**src/rtl/aes_pkg.sv**
```systemverilog
// Shared AES/Rijndael constants and helpers.
// Row offsets and legal block widths for the ShiftRows datapath.
package aes_pkg;

   localparam int BYTE_W  = 8;
   localparam int ROWS    = 4;
   localparam int COL_W   = BYTE_W * ROWS;

   localparam int NB_128  = 4;
   localparam int NB_192  = 6;
   localparam int NB_256  = 8;

   // Rijndael with 8 columns skips offset 2 on the lower rows
   function automatic int sr_offset(input int nb, input int row);
      if (nb == NB_256 && row >= 2)
         return row + 1;
      return row;
   endfunction

   function automatic bit nb_legal(input int nb);
      return nb == NB_128 || nb == NB_192 || nb == NB_256;
   endfunction

endpackage

```
**src/rtl/shift_rows_perm.sv**
```systemverilog
// Combinational ShiftRows / InvShiftRows byte permutation.
// Column-major state, byte k at data[8k+:8].
module shift_rows_perm
   import aes_pkg::*;
#(
   parameter int NB = 4
) (
   input  logic [0:COL_W*NB-1] data,
   input  logic                inv,
   output logic [0:COL_W*NB-1] perm
);

   for (genvar c = 0; c < NB; c++) begin : g_col
      for (genvar r = 0; r < ROWS; r++) begin : g_row
         localparam int S  = sr_offset(NB, r);
         localparam int FC = (c + S) % NB;
         localparam int IC = (c - S + NB) % NB;
         localparam int OB = BYTE_W * (c * ROWS + r);
         localparam int FB = BYTE_W * (FC * ROWS + r);
         localparam int IB = BYTE_W * (IC * ROWS + r);

         assign perm[OB +: BYTE_W] = inv ?
            data[IB +: BYTE_W] :
            data[FB +: BYTE_W];
      end
   end

endmodule

```
**src/rtl/shift_rows_stream.sv**
```systemverilog
// Streaming ShiftRows stage: permute on input, registered
// output plus one skid entry for full-rate back-pressure.
module shift_rows_stream
   import aes_pkg::*;
#(
   parameter int NB    = 4,
   parameter int TAG_W = 4
) (
   input  logic               clk,
   input  logic               rst,
   input  logic               in_valid,
   output logic               in_ready,
   input  logic [0:32*NB-1]   in_data,
   input  logic               in_inv,
   input  logic [TAG_W-1:0]   in_tag,
   output logic               out_valid,
   input  logic               out_ready,
   output logic [0:32*NB-1]   out_data,
   output logic [TAG_W-1:0]   out_tag,
   output logic               out_inv,
   output logic [15:0]        xfer_cnt
);

   localparam int W = 32 * NB;

   if (!nb_legal(NB)) begin : g_nb_chk
      $error("shift_rows_stream: NB must be 4, 6 or 8");
   end

   typedef struct packed {
      logic [TAG_W-1:0] tag;
      logic             inv;
      logic [0:W-1]     data;
   } entry_t;

   logic [0:W-1] perm;
   entry_t       inc;
   entry_t       main_q, main_d;
   entry_t       skid_q, skid_d;
   logic         main_v_q, main_v_d;
   logic         skid_v_q, skid_v_d;
   logic         rdy_q;
   logic         acc;

   shift_rows_perm #(.NB(NB)) u_perm (
      .data (in_data),
      .inv  (in_inv),
      .perm (perm)
   );

   assign inc = '{tag: in_tag, inv: in_inv, data: perm};
   assign acc = in_valid & rdy_q;

   // main drains first; skid only fills while main is stalled
   always_comb begin
      main_d   = main_q;
      main_v_d = main_v_q;
      skid_d   = skid_q;
      skid_v_d = skid_v_q;
      if (!main_v_q || out_ready) begin
         if (skid_v_q) begin
            main_d   = skid_q;
            main_v_d = 1'b1;
            if (acc)
               skid_d = inc;
            else
               skid_v_d = 1'b0;
         end else begin
            main_v_d = acc;
            if (acc)
               main_d = inc;
         end
      end else if (acc) begin
         skid_d   = inc;
         skid_v_d = 1'b1;
      end
   end

   always_ff @(posedge clk or negedge rst) begin
      if (!rst) begin
         main_q   <= '0;
         skid_q   <= '0;
         main_v_q <= 1'b0;
         skid_v_q <= 1'b0;
         rdy_q    <= 1'b0;
         xfer_cnt <= '0;
      end else begin
         main_q   <= main_d;
         skid_q   <= skid_d;
         main_v_q <= main_v_d;
         skid_v_q <= skid_v_d;
         rdy_q    <= !skid_v_d;
         xfer_cnt <= xfer_cnt + 16'(acc);
      end
   end

   assign in_ready  = rdy_q;
   assign out_valid = main_v_q;
   assign out_data  = main_q.data;
   assign out_tag   = main_q.tag;
   assign out_inv   = main_q.inv;

endmodule

```
**config.mk**
```make
export PLATFORM = sky130hd
export DESIGN_NAME = shift_rows_stream
export DESIGN_NICKNAME = d
export VERILOG_FILES = /design/src/rtl/aes_pkg.sv /design/src/rtl/shift_rows_perm.sv /design/src/rtl/shift_rows_stream.sv
export SDC_FILE = /design/constraint.sdc
export NUM_CORES = 1
export LEC_CHECK = 0
export ABC_AREA = 0
export BUFFER_PORTS_ARGS = -buffer_cell sky130_fd_sc_hd__buf_2
export CAP_MARGIN = 20
export CORE_UTILIZATION = 54
export DETAILED_ROUTE_END_ITERATION = 10
export GPL_TIMING_DRIVEN = 0
export PLACE_DENSITY = 0.83
export SLEW_MARGIN = 25
export SYNTH_ARGS = -nofsm -noshare
export SYNTH_HDL_FRONTEND = slang
export SYNTH_SLANG_ARGS = --single-unit
```
**constraint.sdc**
```tcl
create_clock -name clk -period 1.7 [get_ports clk]
set_input_delay 0.17 -clock clk [delete_from_list [all_inputs] [get_ports clk]]
set_output_delay 0.17 -clock clk [all_outputs]
set_load 0.03 [all_outputs]
```
==> out/qor.tcl <==
set qor(leakage_nw) 8.21
set qor(power_density_nw_per_um2) 2050
set qor(total_power_mw) 34.2
set qor(antenna_violating_nets_post_route) 0
set qor(postPlaceCellArea_sq_um) 14300
set qor(num_vias) 10600
set qor(post_synth_edffs) 0
set qor(max_freq_mhz) 592
set qor(clock_power_share_pct) 20.9
set qor(mostFrequentLayoutCells) {302 x sky130_fd_sc_hd__buf_2, 284 x sky130_fd_sc_hd__dfrtp_1, 202 x sky130_fd_sc_hd__nand2_1, 144 x sky130_fd_sc_hd__o21ai_0, 131 x sky130_fd_sc_hd__mux2i_1}
set qor(floorplan.die.height_microns) 154
set qor(layout-drive-gt1-share_pct) 31.1
set qor(avgRoutedWirePerCell_microns) 20.0
set qor(worst-endpoint-arrival_ns) 2.11
set qor(setup-violations-final) 0
set qor(finalInstanceArea_sq_um) 16700
set qor(worst-slew-pin-transition_ns) 0.542
set qor(internal-power_mw) 19.8
set qor(global_route.overflow_total) 0
set qor(grt_first_pass_wirelength_microns) 58700
set qor(power_switching_share_pct) 42.1
set qor(drtPass1Iterations) 6
set qor(syn_area_per_cell_sq_um) 10.8
set qor(number_of_buffers_on_the_longest_clock_path) 3
set qor(crit_required_ns) 2.12
set qor(floorplan.io_pins) 288
set qor(setup_repair_after_global_routing_missed_its_margin) {true}
set qor(design.final.nets) 1717
set qor(slew_headroom_pct) 63.9
set qor(initial_core_util_pct) 54.9
set qor(timing.max_cap.violations) 0
set qor(fin_setup_tns_ns) 0
set qor(yosysUniqueCellTypes) 33
set qor(timing.final.crit_share_pct) 99.4
set qor(cts.sinks) 285
set qor(hold_path_class) {input pin to register}
set qor(post_synth_inst_count) 1144
set qor(outcome) {complete, no violations}
set qor(timing.critical_path.from_type) {register}
set qor(report.final.slew_viol_count) 0
set qor(clk_transition_reported_paths_ns) 0.06
set qor(power.net_switching_mw) 14.4
set qor(crit_path_max_fanout) 5
set qor(setup.worst_path.class) {register to register}
set qor(route.detailed.vias_per_inst) 5.62
set qor(combPwrFrac_pct) 44.4
set qor(period_minus_slack_ns) 1.69
set qor(pwr-share-seq_pct) 34.7
set qor(synth_fp_nets) 1283
set qor(detailedRoute.firstIterationViolations) 765
set qor(routabilityCongestion) 0.881
set qor(grt_pass1_vias) 11000
set qor(final_common_cell) {sky130_fd_sc_hd__buf_2}
set qor(drc) 0
set qor(ctsRootBufferMaster) {sky130_fd_sc_hd__clkbuf_16}
set qor(timing.clock.skew_ns) 0.0118
set qor(tritoncts) {done}
set qor(detail_placement_hpwl_microns) 24500
set qor(synthToLayoutAreaGrowth_pct) 34.6
set qor(ys.flop_type) {sky130_fd_sc_hd__dfrtp_1}
set qor(grtUsageTotal_pct) 31.8
set qor(yosys_warnings) 0
set qor(clk-insertion-delay-late_ns) 0.55
set qor(finalHoldViolCount) 0
set qor(irDropWorstVdd_v) 0.00123
set qor(placement_rows) 55
set qor(routed_wirelength_microns) 37800
set qor(synth_seq_cells) 285
set qor(synth_sequential_area_ratio_pct) 57.5
set qor(grt_max_degree) 86
set qor(floorplan.die.width_microns) 154
set qor(floorplan.die_area_sq_um) 23600
set qor(cts_htree_levels) 1
set qor(numPortBuffers) 286
set qor(async_reset_ff_share_pct) 100
set qor(worstSetupEndpointType) {register}
set qor(core_area_sq_um) 22600
set qor(post_synth_instance_area_sq_um) 12400
set qor(antenna_found_initial) 6
set qor(cts_inserted_buffers) 30
Yosys cell counts (2+ instances only):
cell | n | area [sq um]
sky130_fd_sc_hd__a21oi_1 | 65 | 325
sky130_fd_sc_hd__buf_2 | 28 | 140
sky130_fd_sc_hd__buf_4 | 15 | 113
sky130_fd_sc_hd__buf_6 | 11 | 124
sky130_fd_sc_hd__clkbuf_1 | 24 | 90.1
sky130_fd_sc_hd__clkbuf_4 | 2 | 15.0
sky130_fd_sc_hd__dfrtp_1 | 285 | 7130
sky130_fd_sc_hd__ha_1 | 2 | 25.0
sky130_fd_sc_hd__inv_1 | 2 | 7.51
sky130_fd_sc_hd__mux2_1 | 2 | 22.5
sky130_fd_sc_hd__mux2_2 | 67 | 754
sky130_fd_sc_hd__mux2i_1 | 133 | 1330
sky130_fd_sc_hd__nand2_1 | 203 | 762
sky130_fd_sc_hd__nand3_1 | 8 | 40.0
sky130_fd_sc_hd__nor2_1 | 69 | 259
sky130_fd_sc_hd__nor3_1 | 2 | 10.0
sky130_fd_sc_hd__o21ai_0 | 144 | 721
sky130_fd_sc_hd__o21ai_1 | 53 | 265
sky130_fd_sc_hd__o21ai_2 | 2 | 17.5
sky130_fd_sc_hd__or3_1 | 2 | 12.5
sky130_fd_sc_hd__xnor2_1 | 5 | 43.8
sky130_fd_sc_hd__xor2_1 | 9 | 78.8
repair_timing:
action	CTS	global route
setup buffers	3	1
resized for setup	34	32
endpoints found under the hold margin	366	0
gates cloned	0	1
endpoints found under the setup margin	266	211
hold buffers	108	0
pin swaps	1	2
cell families (layout without fill, tap and decap cells):
kind of cell	Yosys count	after routing	share of synthesized area, %
mux	202	202	17.0
simple gates	293	293	9.53
other cells	0	5	0
xor+xnor	14	14	0.989
fa+ha+maj	2	2	0.202
flops	285	285	57.5
compound gates	264	264	10.7
buf+inv	84	541	4.02
stage by stage:
| step | util [%] | setup slack [ns] | hold slack (ns) | std cells |
|---|---|---|---|---|
| finish | 73.9 | 0.0102 | 0.0130 | 1891 |
| global route | 73.9 | -0.0975 | 0.00822 | 1890 |
| CTS | 73.3 | -0.0625 | 0.000973 | 1884 |
| detailed placement | 63.2 | -0.568 | 0.0612 | 1718 |
| global placement | 62.8 | -4.76 | 0.400 | 1715 |
| floorplan | - | 0.0467 | -0.126 | 1144 |
worst paths after layout:
kind,from,end,slack [ns],depth (start not counted)
max in group asynchronous,rst,skid_q[80]$_DFFE_PN0P_,0.47,4
setup / recovery,out_valid$_DFFE_PN0N_,skid_q[43]$_DFFE_PN0P_,0.01,5
min in group asynchronous,rst,out_data[75]$_DFFE_PN0P_,0.10,2
hold reg to reg,xfer_cnt[15]$_DFF_PN0_,xfer_cnt[15]$_DFF_PN0_,0.47,1
hold / removal,in_data[8],skid_q[23]$_DFFE_PN0P_,0.01,3
setup reg to reg,out_valid$_DFFE_PN0N_,skid_q[43]$_DFFE_PN0P_,0.01,5
cell type report:
cell class / count / area [sq um]
antenna: 5 / 12.5
clock inverter: 12 / 194
sequential: 285 / 7130
timing repair buffer: 402 / 2660
clock buffer: 43 / 891
multi-input combinational: 775 / 4790
buffer: 81 / 637
inverter: 3 / 11.3
tap: 285 / 357
fill: 1556 / 5880
critical path: stages (launching register included):
cell,delay (ns)
sky130_fd_sc_hd__dfrtp_1,0.40
sky130_fd_sc_hd__nor2b_1,0.18
sky130_fd_sc_hd__o21ai_4,0.27
sky130_fd_sc_hd__buf_6,0.22
sky130_fd_sc_hd__buf_8,0.14
sky130_fd_sc_hd__mux2_2,0.36
routing by layer:
| layer | vias up | track usage (%) | part of all wire, % |
|---|---|---|---|
| li1 | 4795 | - | - |
| met1 | 5247 | 39.7 | 40 |
| met2 | 482 | 55.5 | 50 |
| met3 | 100 | 5.55 | 6.7 |
| met4 | 0 | 12.0 | 3.5 |
| met5 | - | 0 | 0 |
power groups by stage:
stage / sequential (mW) / combinational [mW] / clock [mW]
2_1_floorplan: 14.7 / 6.66 / 0
6_report: 11.8 / 15.2 / 7.14
4_1_cts: 11.7 / 14.8 / 7.19
3_3_place_gp: 11.6 / 13.8 / 0
5_1_grt: 12.1 / 16.3 / 7.44
3_5_place_dp: 11.8 / 14.2 / 0
sequential cells by signal (all words and copies together) (netlist names):
name and count:
out_tag 4, out_inv 1, out_valid 1, xfer_cnt 16, skid_v_q 1, out_data 128, skid_q 133, in_ready 1
(Power assumes the default switching activity.)
